==> src/rtl/ram_pkg.sv <==
// Shared types and limits for the parametrised data RAM controller.
package ram_pkg;

  typedef enum logic {
    CLEAR = 1'b0,
    READY = 1'b1
  } state_t;

  localparam int RD_LAT_MIN = 1;
  localparam int RD_LAT_MAX = 2;

  function automatic int be_w(input int data_w);
    return data_w / 8;
  endfunction

endpackage

==> src/rtl/ram_bank.sv <==
// Storage array: byte-enabled synchronous write, registered read.
module ram_bank
  import ram_pkg::*;
#(
  parameter int    DATA_W    = 16,
  parameter int    ADDR_W    = 8,
  parameter int    DEPTH     = 256,
  parameter string INIT_FILE = ""
) (
  input  logic                      clk,
  input  logic                      rst_n,
  input  logic                      we,
  input  logic [ADDR_W-1:0]         waddr,
  input  logic [DATA_W-1:0]         wdata,
  input  logic [be_w(DATA_W)-1:0]   wbe,
  input  logic                      re,
  input  logic [ADDR_W-1:0]         raddr,
  output logic [DATA_W-1:0]         rdata
);

  localparam int BE_W = be_w(DATA_W);

  logic [DATA_W-1:0] mem [DEPTH];

  always_ff @(posedge clk) begin
    if (we) begin
      for (int i = 0; i < BE_W; i++) begin
        if (wbe[i]) mem[waddr][i*8 +: 8] <= wdata[i*8 +: 8];
      end
    end
  end

  // Read samples before the same-edge write lands, so it sees all earlier writes.
  always_ff @(posedge clk or negedge rst_n) begin
    if (!rst_n) begin
      rdata <= '0;
    end else if (re) begin
      rdata <= mem[raddr];
    end
  end

endmodule

==> src/rtl/ram_ctrl.sv <==
// Data RAM controller: valid/ready request port, pipelined read response, clear sequencer.
// state | meaning
// CLEAR | sweeping CLR_VALUE into every word, requests blocked
// READY | array usable, one request accepted per cycle
module ram_ctrl
  import ram_pkg::*;
#(
  parameter int               DATA_W     = 16,
  parameter int               ADDR_W     = 8,
  parameter int               DEPTH      = 256,
  parameter int               RD_LAT     = 1,
  parameter bit               CLR_ON_RST = 1'b1,
  parameter logic [DATA_W-1:0] CLR_VALUE = '0,
  parameter string            INIT_FILE  = ""
) (
  input  logic                    clk,
  input  logic                    rst_n,
  input  logic                    req_valid,
  output logic                    req_ready,
  input  logic                    req_we,
  input  logic [ADDR_W-1:0]       req_addr,
  input  logic [DATA_W-1:0]       req_wdata,
  input  logic [be_w(DATA_W)-1:0] req_be,
  input  logic                    clr_req,
  output logic                    rsp_valid,
  output logic [DATA_W-1:0]       rsp_rdata,
  output logic                    rsp_err,
  output logic                    init_done
);

  localparam int BE_W = be_w(DATA_W);

  if (DATA_W % 8 != 0) begin : g_bad_data_w
    $error("ram_ctrl: DATA_W must be a multiple of 8");
  end
  if (DEPTH < 1 || DEPTH > 2**ADDR_W) begin : g_bad_depth
    $error("ram_ctrl: DEPTH must be in 1..2**ADDR_W");
  end
  if (RD_LAT < RD_LAT_MIN || RD_LAT > RD_LAT_MAX) begin : g_bad_rd_lat
    $error("ram_ctrl: RD_LAT must be 1 or 2");
  end

  state_t            state;
  logic [ADDR_W-1:0] clr_ptr;
  logic              hs;
  logic              rd_hs;
  logic              in_range;
  logic              last_ptr;

  assign req_ready = (state == READY);
  assign hs        = req_valid & req_ready;
  assign rd_hs     = hs & ~req_we;
  assign in_range  = 32'(req_addr) < DEPTH;
  assign last_ptr  = (clr_ptr == ADDR_W'(DEPTH - 1));

  always_ff @(posedge clk or negedge rst_n) begin
    if (!rst_n) begin
      state     <= CLR_ON_RST ? CLEAR : READY;
      clr_ptr   <= '0;
      init_done <= !CLR_ON_RST;
    end else begin
      case (state)
        CLEAR: begin
          if (last_ptr) begin
            state     <= READY;
            clr_ptr   <= '0;
            init_done <= 1'b1;
          end else begin
            clr_ptr <= clr_ptr + ADDR_W'(1);
          end
        end
        READY: begin
          if (clr_req) begin
            state     <= CLEAR;
            clr_ptr   <= '0;
            init_done <= 1'b0;
          end
        end
      endcase
    end
  end

  logic              bank_we;
  logic [ADDR_W-1:0] bank_waddr;
  logic [DATA_W-1:0] bank_wdata;
  logic [BE_W-1:0]   bank_wbe;
  logic              bank_re;
  logic [DATA_W-1:0] bank_rdata;

  // The sweep owns the write port for the whole of CLEAR.
  always_comb begin
    bank_we    = 1'b0;
    bank_waddr = req_addr;
    bank_wdata = req_wdata;
    bank_wbe   = req_be;
    if (state == CLEAR) begin
      bank_we    = 1'b1;
      bank_waddr = clr_ptr;
      bank_wdata = CLR_VALUE;
      bank_wbe   = '1;
    end else begin
      bank_we = hs & req_we & in_range;
    end
  end

  assign bank_re = rd_hs & in_range;

  ram_bank #(
    .DATA_W    (DATA_W),
    .ADDR_W    (ADDR_W),
    .DEPTH     (DEPTH),
    .INIT_FILE (INIT_FILE)
  ) u_bank (
    .clk   (clk),
    .rst_n (rst_n),
    .we    (bank_we),
    .waddr (bank_waddr),
    .wdata (bank_wdata),
    .wbe   (bank_wbe),
    .re    (bank_re),
    .raddr (req_addr),
    .rdata (bank_rdata)
  );

  logic              rd_v0;
  logic              rd_e0;
  logic [DATA_W-1:0] rd_d0;

  always_ff @(posedge clk or negedge rst_n) begin
    if (!rst_n) begin
      rd_v0 <= 1'b0;
      rd_e0 <= 1'b0;
    end else begin
      rd_v0 <= rd_hs;
      if (rd_hs) rd_e0 <= ~in_range;
    end
  end

  // Out-of-range reads leave the bank register untouched and are masked to zero here.
  assign rd_d0 = rd_e0 ? '0 : bank_rdata;

  if (RD_LAT == 2) begin : g_lat2
    logic              rd_v1;
    logic              rd_e1;
    logic [DATA_W-1:0] rd_d1;

    always_ff @(posedge clk or negedge rst_n) begin
      if (!rst_n) begin
        rd_v1 <= 1'b0;
        rd_e1 <= 1'b0;
        rd_d1 <= '0;
      end else begin
        rd_v1 <= rd_v0;
        if (rd_v0) begin
          rd_d1 <= rd_d0;
          rd_e1 <= rd_e0;
        end
      end
    end

    assign rsp_valid = rd_v1;
    assign rsp_rdata = rd_d1;
    assign rsp_err   = rd_e1;
  end else begin : g_lat1
    assign rsp_valid = rd_v0;
    assign rsp_rdata = rd_d0;
    assign rsp_err   = rd_e0;
  end

endmodule

==> config.mk <==
export PLATFORM = sky130hd
export DESIGN_NAME = ram_ctrl
export DESIGN_NICKNAME = d
export VERILOG_FILES = /design/src/rtl/ram_pkg.sv /design/src/rtl/ram_bank.sv /design/src/rtl/ram_ctrl.sv
export SDC_FILE = /design/constraint.sdc
export NUM_CORES = 2
export LEC_CHECK = 0
export BUFFER_PORTS_ARGS = -buffer_cell sky130_fd_sc_hd__buf_2
export CAP_MARGIN = 20
export CELL_PAD_IN_SITES_DETAIL_PLACEMENT = 0
export CELL_PAD_IN_SITES_GLOBAL_PLACEMENT = 2
export CORE_MARGIN = 2
export CORE_UTILIZATION = 50
export CTS_CLUSTER_DIAMETER = 40
export DETAILED_ROUTE_END_ITERATION = 8
export MAX_ROUTING_LAYER = met4
export PLACE_DENSITY = 0.88
export SLEW_MARGIN = 10
export SYNTH_ARGS = -nofsm -noshare
export SYNTH_HDL_FRONTEND = slang
export SYNTH_SLANG_ARGS = --single-unit
==> constraint.sdc <==
create_clock -name clk -period 7.2 [get_ports clk]
set_input_delay 1.44 -clock clk [delete_from_list [all_inputs] [get_ports clk]]
set_output_delay 1.44 -clock clk [all_outputs]
set_load 0.01 [all_outputs]
### Word level (Yosys, flattened, before mapping)

Memory sizes are Yosys's and may differ from the RTL's. A register that Yosys moved wholly into a read port is not among the register bits.
Index checks and enable logic that the tools add are counted.

| cells by class | value |
|---|---|
| divide/modulo/power cells | 0 |
| shifts and indexed selects | 0 |
| eq/ne operators | 3 |
| muxes and demuxes | 19 |
| magnitude comparators | 0 |
| reductions and logical operators | 2 |
| add/subtract/negate cells | 1 |
| bitwise operators | 5 |
| multiply operators | 0 |

Operators by type and width:

| cell | count |
|---|---|
| $mux W8 | 3 |
| $mux W16 | 1 |
| $pmux W8 S2 | 1 |
| $mux W1 | 11 |
| $add A8 B1 Y8 const B | 1 |
| $eq A8 B8 Y1 const B | 1 |
| $ne A2 B2 Y1 const B | 2 |
| $pmux W1 S2 | 2 |
| $and A1 B1 Y1 | 3 |
| $mux W2 | 1 |
| $not A1 Y1 | 2 |
| $reduce_and A2 Y1 | 1 |
| $logic_not A1 Y1 | 1 |

| word-level totals | value |
|---|---|
| memories | 1 |
| memory bits (writable) | 4096 |
| register bits | 11 |
| bits of input ports | 31 |
| output and inout port bits | 20 |
| latch bits | 0 |
| ROM bits | 0 |

Memories:

| name | words | width | rd ports | clocked after memory_dff | write ports | RTL line | source |
|---|---|---|---|---|---|---|---|
| u_bank.mem | 256 | 16 | 1 | 1 | 1 | ram_bank.sv:23 | `logic [DATA_W-1:0] mem [DEPTH];` |

### Depth between registers and ports, before layout

| logic depth | value |
|---|---|
| word-level depth | 5 |
| depth in mapped cells | 14 |
| depth with buffers taken out | 8 |

### Cells and area by module

Synthesis repeated with hierarchy kept, for this count alone.

| unflattened totals | value |
|---|---|
| cells, all modules | 7918 |
| area, all modules | 160624.1 sq um |

Modules (own cells, without submodules):

| module | cells an instance | area an instance (sq um) | seq. area each (sq um) | instances |
|---|---|---|---|---|
| ram_bank | 7824 | 159829.5 | 123398.3 | 1 |
| ram_ctrl | 94 | 794.5 | 275.3 | 1 |

### Worst setup path after synthesis

Ideal clock, no wire load.

| path | value |
|---|---|
| kind | input to register |
| from | input req_wdata[0] |
| to | memory u_bank.mem[0][0], data pin |
| path slack | 1.666 ns |
| data required time | 6.333 ns |
| arrival time | 4.667 ns |
| stages | 1 |
| cells stage by stage | and2_1 |

| between the ends | value |
|---|---|
| cells in the longest elaborated chain, start to end | 1 |

Ends and longest elaborated chain:

| item | RTL line | source |
|---|---|---|
| start: declaration | ram_ctrl.sv:22 | `input logic [DATA_W-1:0] req_wdata,` |
| $mux W16 | ram_ctrl.sv:96 | `if (state == CLEAR) begin` |
| end: declaration | ram_bank.sv:23 |  |

No other way between the ends.

==> reports/summary.json <==
{
  "synthesis": {
    "synth_warnings": 0,
    "number_of_enable_flip_flop_cells_after_synthesis": 4096,
    "synth_seq_cells": 4123,
    "synthesis.nets": 7990,
    "netlist_top_cells_area": "edfxtp_1 76%, mux4_2 9.6%, mux2i_1 4.1%",
    "synth.largest_area_cell": "edfxtp_1",
    "avgSynthCellArea_um2": 20.2,
    "syn_area_um2": 161000,
    "post_synth_num_cell_types": 79,
    "post-synth-top-area-fraction": 0.764,
    "synth_flop_cell": "edfxtp_1",
    "asyncSetResetFlopFracSynth": 0.00655,
    "syn-instance-count": 7958,
    "synth_sequential_area_ratio": 0.768
  },
  "clocking": {
    "post_cts_hold_buffer_count": 0,
    "tritoncts": "done",
    "worstSkewPairLatency_ps": 1010,
    "cts_num_sinks": 4123,
    "cts.repair_timing.setup_buffer_count": 0,
    "cts_resized": 0,
    "htree_num_levels": 5,
    "tritoncts.num_buffers": 464,
    "worst_setup_hold_path_clk_slew_ps": 60,
    "clock_tree.buffer_depth": 4,
    "root_buffer": "clkbuf_16"
  },
  "timing": {
    "final-hold-violation-count": 0,
    "slew_headroom": 0.166,
    "fin_worst_skew_ps": 74.6,
    "period_share": 0.676,
    "slew_violations": 0,
    "postLayoutSetupSlackWorst_ps": 2330,
    "worst_pin_slew_ps": 1250,
    "max_freq_mhz": 205,
    "final_period_minus_worst_setup_slack_ps": 4870,
    "totalNegativeSetupSlack_ps": 0,
    "grt_setup_unrepaired": "false",
    "timing.final.setup_violations": 0
  },
  "floorplan": {
    "floorplan.io_pins": 51,
    "floorplan.initialDensity": 0.502,
    "die_w_um": 571,
    "core_area_um2": 321000,
    "std_cell_rows": 208,
    "die_height_um": 571,
    "floorplan.die_area_um2": 327000
  },
  "power_and_ir_drop": {
    "cellPowerDensity_nw_per_um2": 303,
    "p_leak_nw": 59.0,
    "p_sw_mw": 13.0,
    "p_seq_frac": 0.486,
    "combinationalPowerShare": 0.068,
    "vdd_drop_max_mv": 0.259,
    "internal-power_mw": 42.2,
    "power_switching_share": 0.236,
    "power.clock.fraction": 0.447
  },
  "min_path": {
    "timing.hold.worst.class": "primary input to async pin"
  },
  "route": {
    "antenna_left": 0,
    "route.final.wire_length_um": 427000,
    "first_pass_iters": 9,
    "via_per_inst": 6.48,
    "detail_route.drc_violations": 0,
    "routed-via-count": 83700,
    "avgRoutedWirePerCell_um": 33.1,
    "dr.first_iter.drc_count": 12200
  },
  "worst_setup_path": {
    "r2r_path_end": "u_bank.mem[113][13]",
    "setup.worst_path.class": "primary input to register",
    "worst_setup_path_endpoint": "u_bank.rdata[7]",
    "worst-endpoint-arrival_ps": 5640,
    "critPathMaxFanout": 66,
    "reg2reg_setup_slack_ps": 2690,
    "critical_path_required_ps": 7970,
    "critical_path.endpoint_type": "register",
    "reg2reg_from": "req_ready",
    "critPathLaunchType": "primary input",
    "setup.worst_path.start": "req_addr[0]",
    "worstRegToRegCells": 5
  },
  "place": {
    "setup_slack_placement_ps": 1390,
    "post_dp_hpwl_um": 257000,
    "buffer_ports.inserted": 49,
    "final_weighted_congestion_in_routability_driven_placement": 0.896
  },
  "global_route": {
    "grt_pass1_vias": 82400,
    "grt_max_degree": 206,
    "grt_usage": 0.267,
    "grt_pass1_wl_um": 607000,
    "grt_overflow": 0,
    "number_of_antenna_violations_at_the_first_check_in_global_routing": 24
  },
  "final_layout": {
    "syn2layout_area_growth_pct": 13.0,
    "final_net_count": 8219,
    "fillCellCount": 23200,
    "post_route_cells_drive_above_1_share": 0.210
  },
  "run": {
    "cap_violations": 0
  },
  "status": {
    "status": "finished, final reports clean"
  }
}
per-stage QoR:
step,cells,hold WS (ps),cell area [um^2],utilization,power (mW)
floorplan,7958,526,161000,-,29.3
global placement,12000,589,165000,0.516,30.9
detailed placement,12000,601,166000,0.516,30.9
CTS,12900,524,182000,0.567,55.2
global route,12900,553,182000,0.567,56.4
finish,12900,543,182000,0.567,55.2
placed cells by master (no fill, tap or decap), types with 13 or more instances in the layout:
master,count
clkinv_1,65
clkinv_16,14
a211oi_1,60
clkinv_4,37
bufinv_16,71
clkinvlp_4,53
diode_2,29
mux2_2,27
nor2_1,545
nand4_1,27
inv_6,36
o22ai_1,186
and2_4,17
edfxtp_1,4096
o221ai_1,135
nand3_1,88
nor3_1,20
buf_12,37
buf_2,46
clkbuf_16,465
a22oi_1,84
clkbuf_1,46
a221oi_1,45
o21ai_0,120
inv_1,15
dfrtp_1,26
mux4_1,36
nand2_1,210
inv_8,14
mux4_2,686
a2111oi_0,37
a2111oi_1,13
a21oi_1,130
clkinv_2,53
nand2_2,14
buf_4,171
mux2i_1,664
state kept, by name (all words and copies together) (netlist names):
signal        count
clr_ptr           8
init_done         1
req_ready         1
rsp_valid         1
u_bank.mem     4096
u_bank.rdata     16
worst min path at each step:
stage / endpoint / from / slack (ps) / depth (start not counted)
3_3_place_gp: clr_ptr[3] / clr_ptr[3] / 590 / 1
3_5_place_dp: clr_ptr[3] / clr_ptr[3] / 600 / 1
2_1_floorplan: u_bank.rdata[10] / u_bank.rdata[10] / 530 / 2
6_report: rsp_valid / rst_n / 540 / 2
5_1_grt: rsp_valid / rst_n / 550 / 2
4_1_cts: u_bank.rdata[6] / rst_n / 520 / 2
worst max-delay path: stages:
cell and delay [ps]:
buf_12 380, buf_12 450, buf_4 390, mux4_2 580, mux2i_1 280, a221oi_1 280, nand4_1 460, a2bb2oi_1 810
o31ai_1 260
routing by layer:
metal,share of wire,vias up,track usage,routed length [um]
met3,0.11,788,0.0641,48900
met5,0,-,-,0
met1,0.38,44100,0.359,161000
met4,0.036,0,0.0912,15400
met2,0.47,5269,0.401,202000
li1,-,33600,-,-
kinds of logic (layout without fill, tap and decap cells):
family	Yosys count	in the layout	synth area share
compound gates	895	895	0.0386
xor+xnor	4	4	0.000218
fa+ha+maj	1	1	0.0000777
buf+inv	517	1144	0.0213
flops	4123	4123	0.768
mux	1414	1414	0.145
other cells	1	30	0.0000233
simple gates	1003	1003	0.0263
final cells by class:
class	instances	area, um^2	share of cell area
flip-flops and latches	4123	124000	0.680
multi-input cells	3318	34100	0.187
clock buffers	513	11800	0.0651
well taps	4305	5390	0.0296
clock inverters	351	4410	0.0242
repair buffers	263	2380	0.0131
diodes	29	72.6	0.000399
inverters	17	71.3	0.000392
synth_stat cells (13+ instances only):
library cell,n
and2_1,22
mux2i_1,664
o221ai_1,135
buf_1,27
a211oi_1,61
nand2_1,224
mux2_2,27
nor2_1,549
dfrtp_1,27
buf_4,59
mux4_1,36
buf_12,13
a22oi_1,84
nor3_1,22
buf_2,121
buf_6,73
nand4_1,27
o21ai_0,121
mux4_2,686
o22ai_1,186
a2111oi_0,47
inv_1,16
a221oi_1,45
edfxtp_1,4096
a21oi_1,130
buf_8,25
nand3_1,91
clkbuf_1,172
power groups by stage:
stage	clock network, mW	logic (mW)	registers, mW
finish	24.6	3.73	26.8
global route	25.8	3.81	26.8
CTS	24.8	3.66	26.8
detailed placement	0	3.65	27.3
global placement	0	3.61	27.3
floorplan	0	2.07	27.2
(Power assumes the default switching activity.)
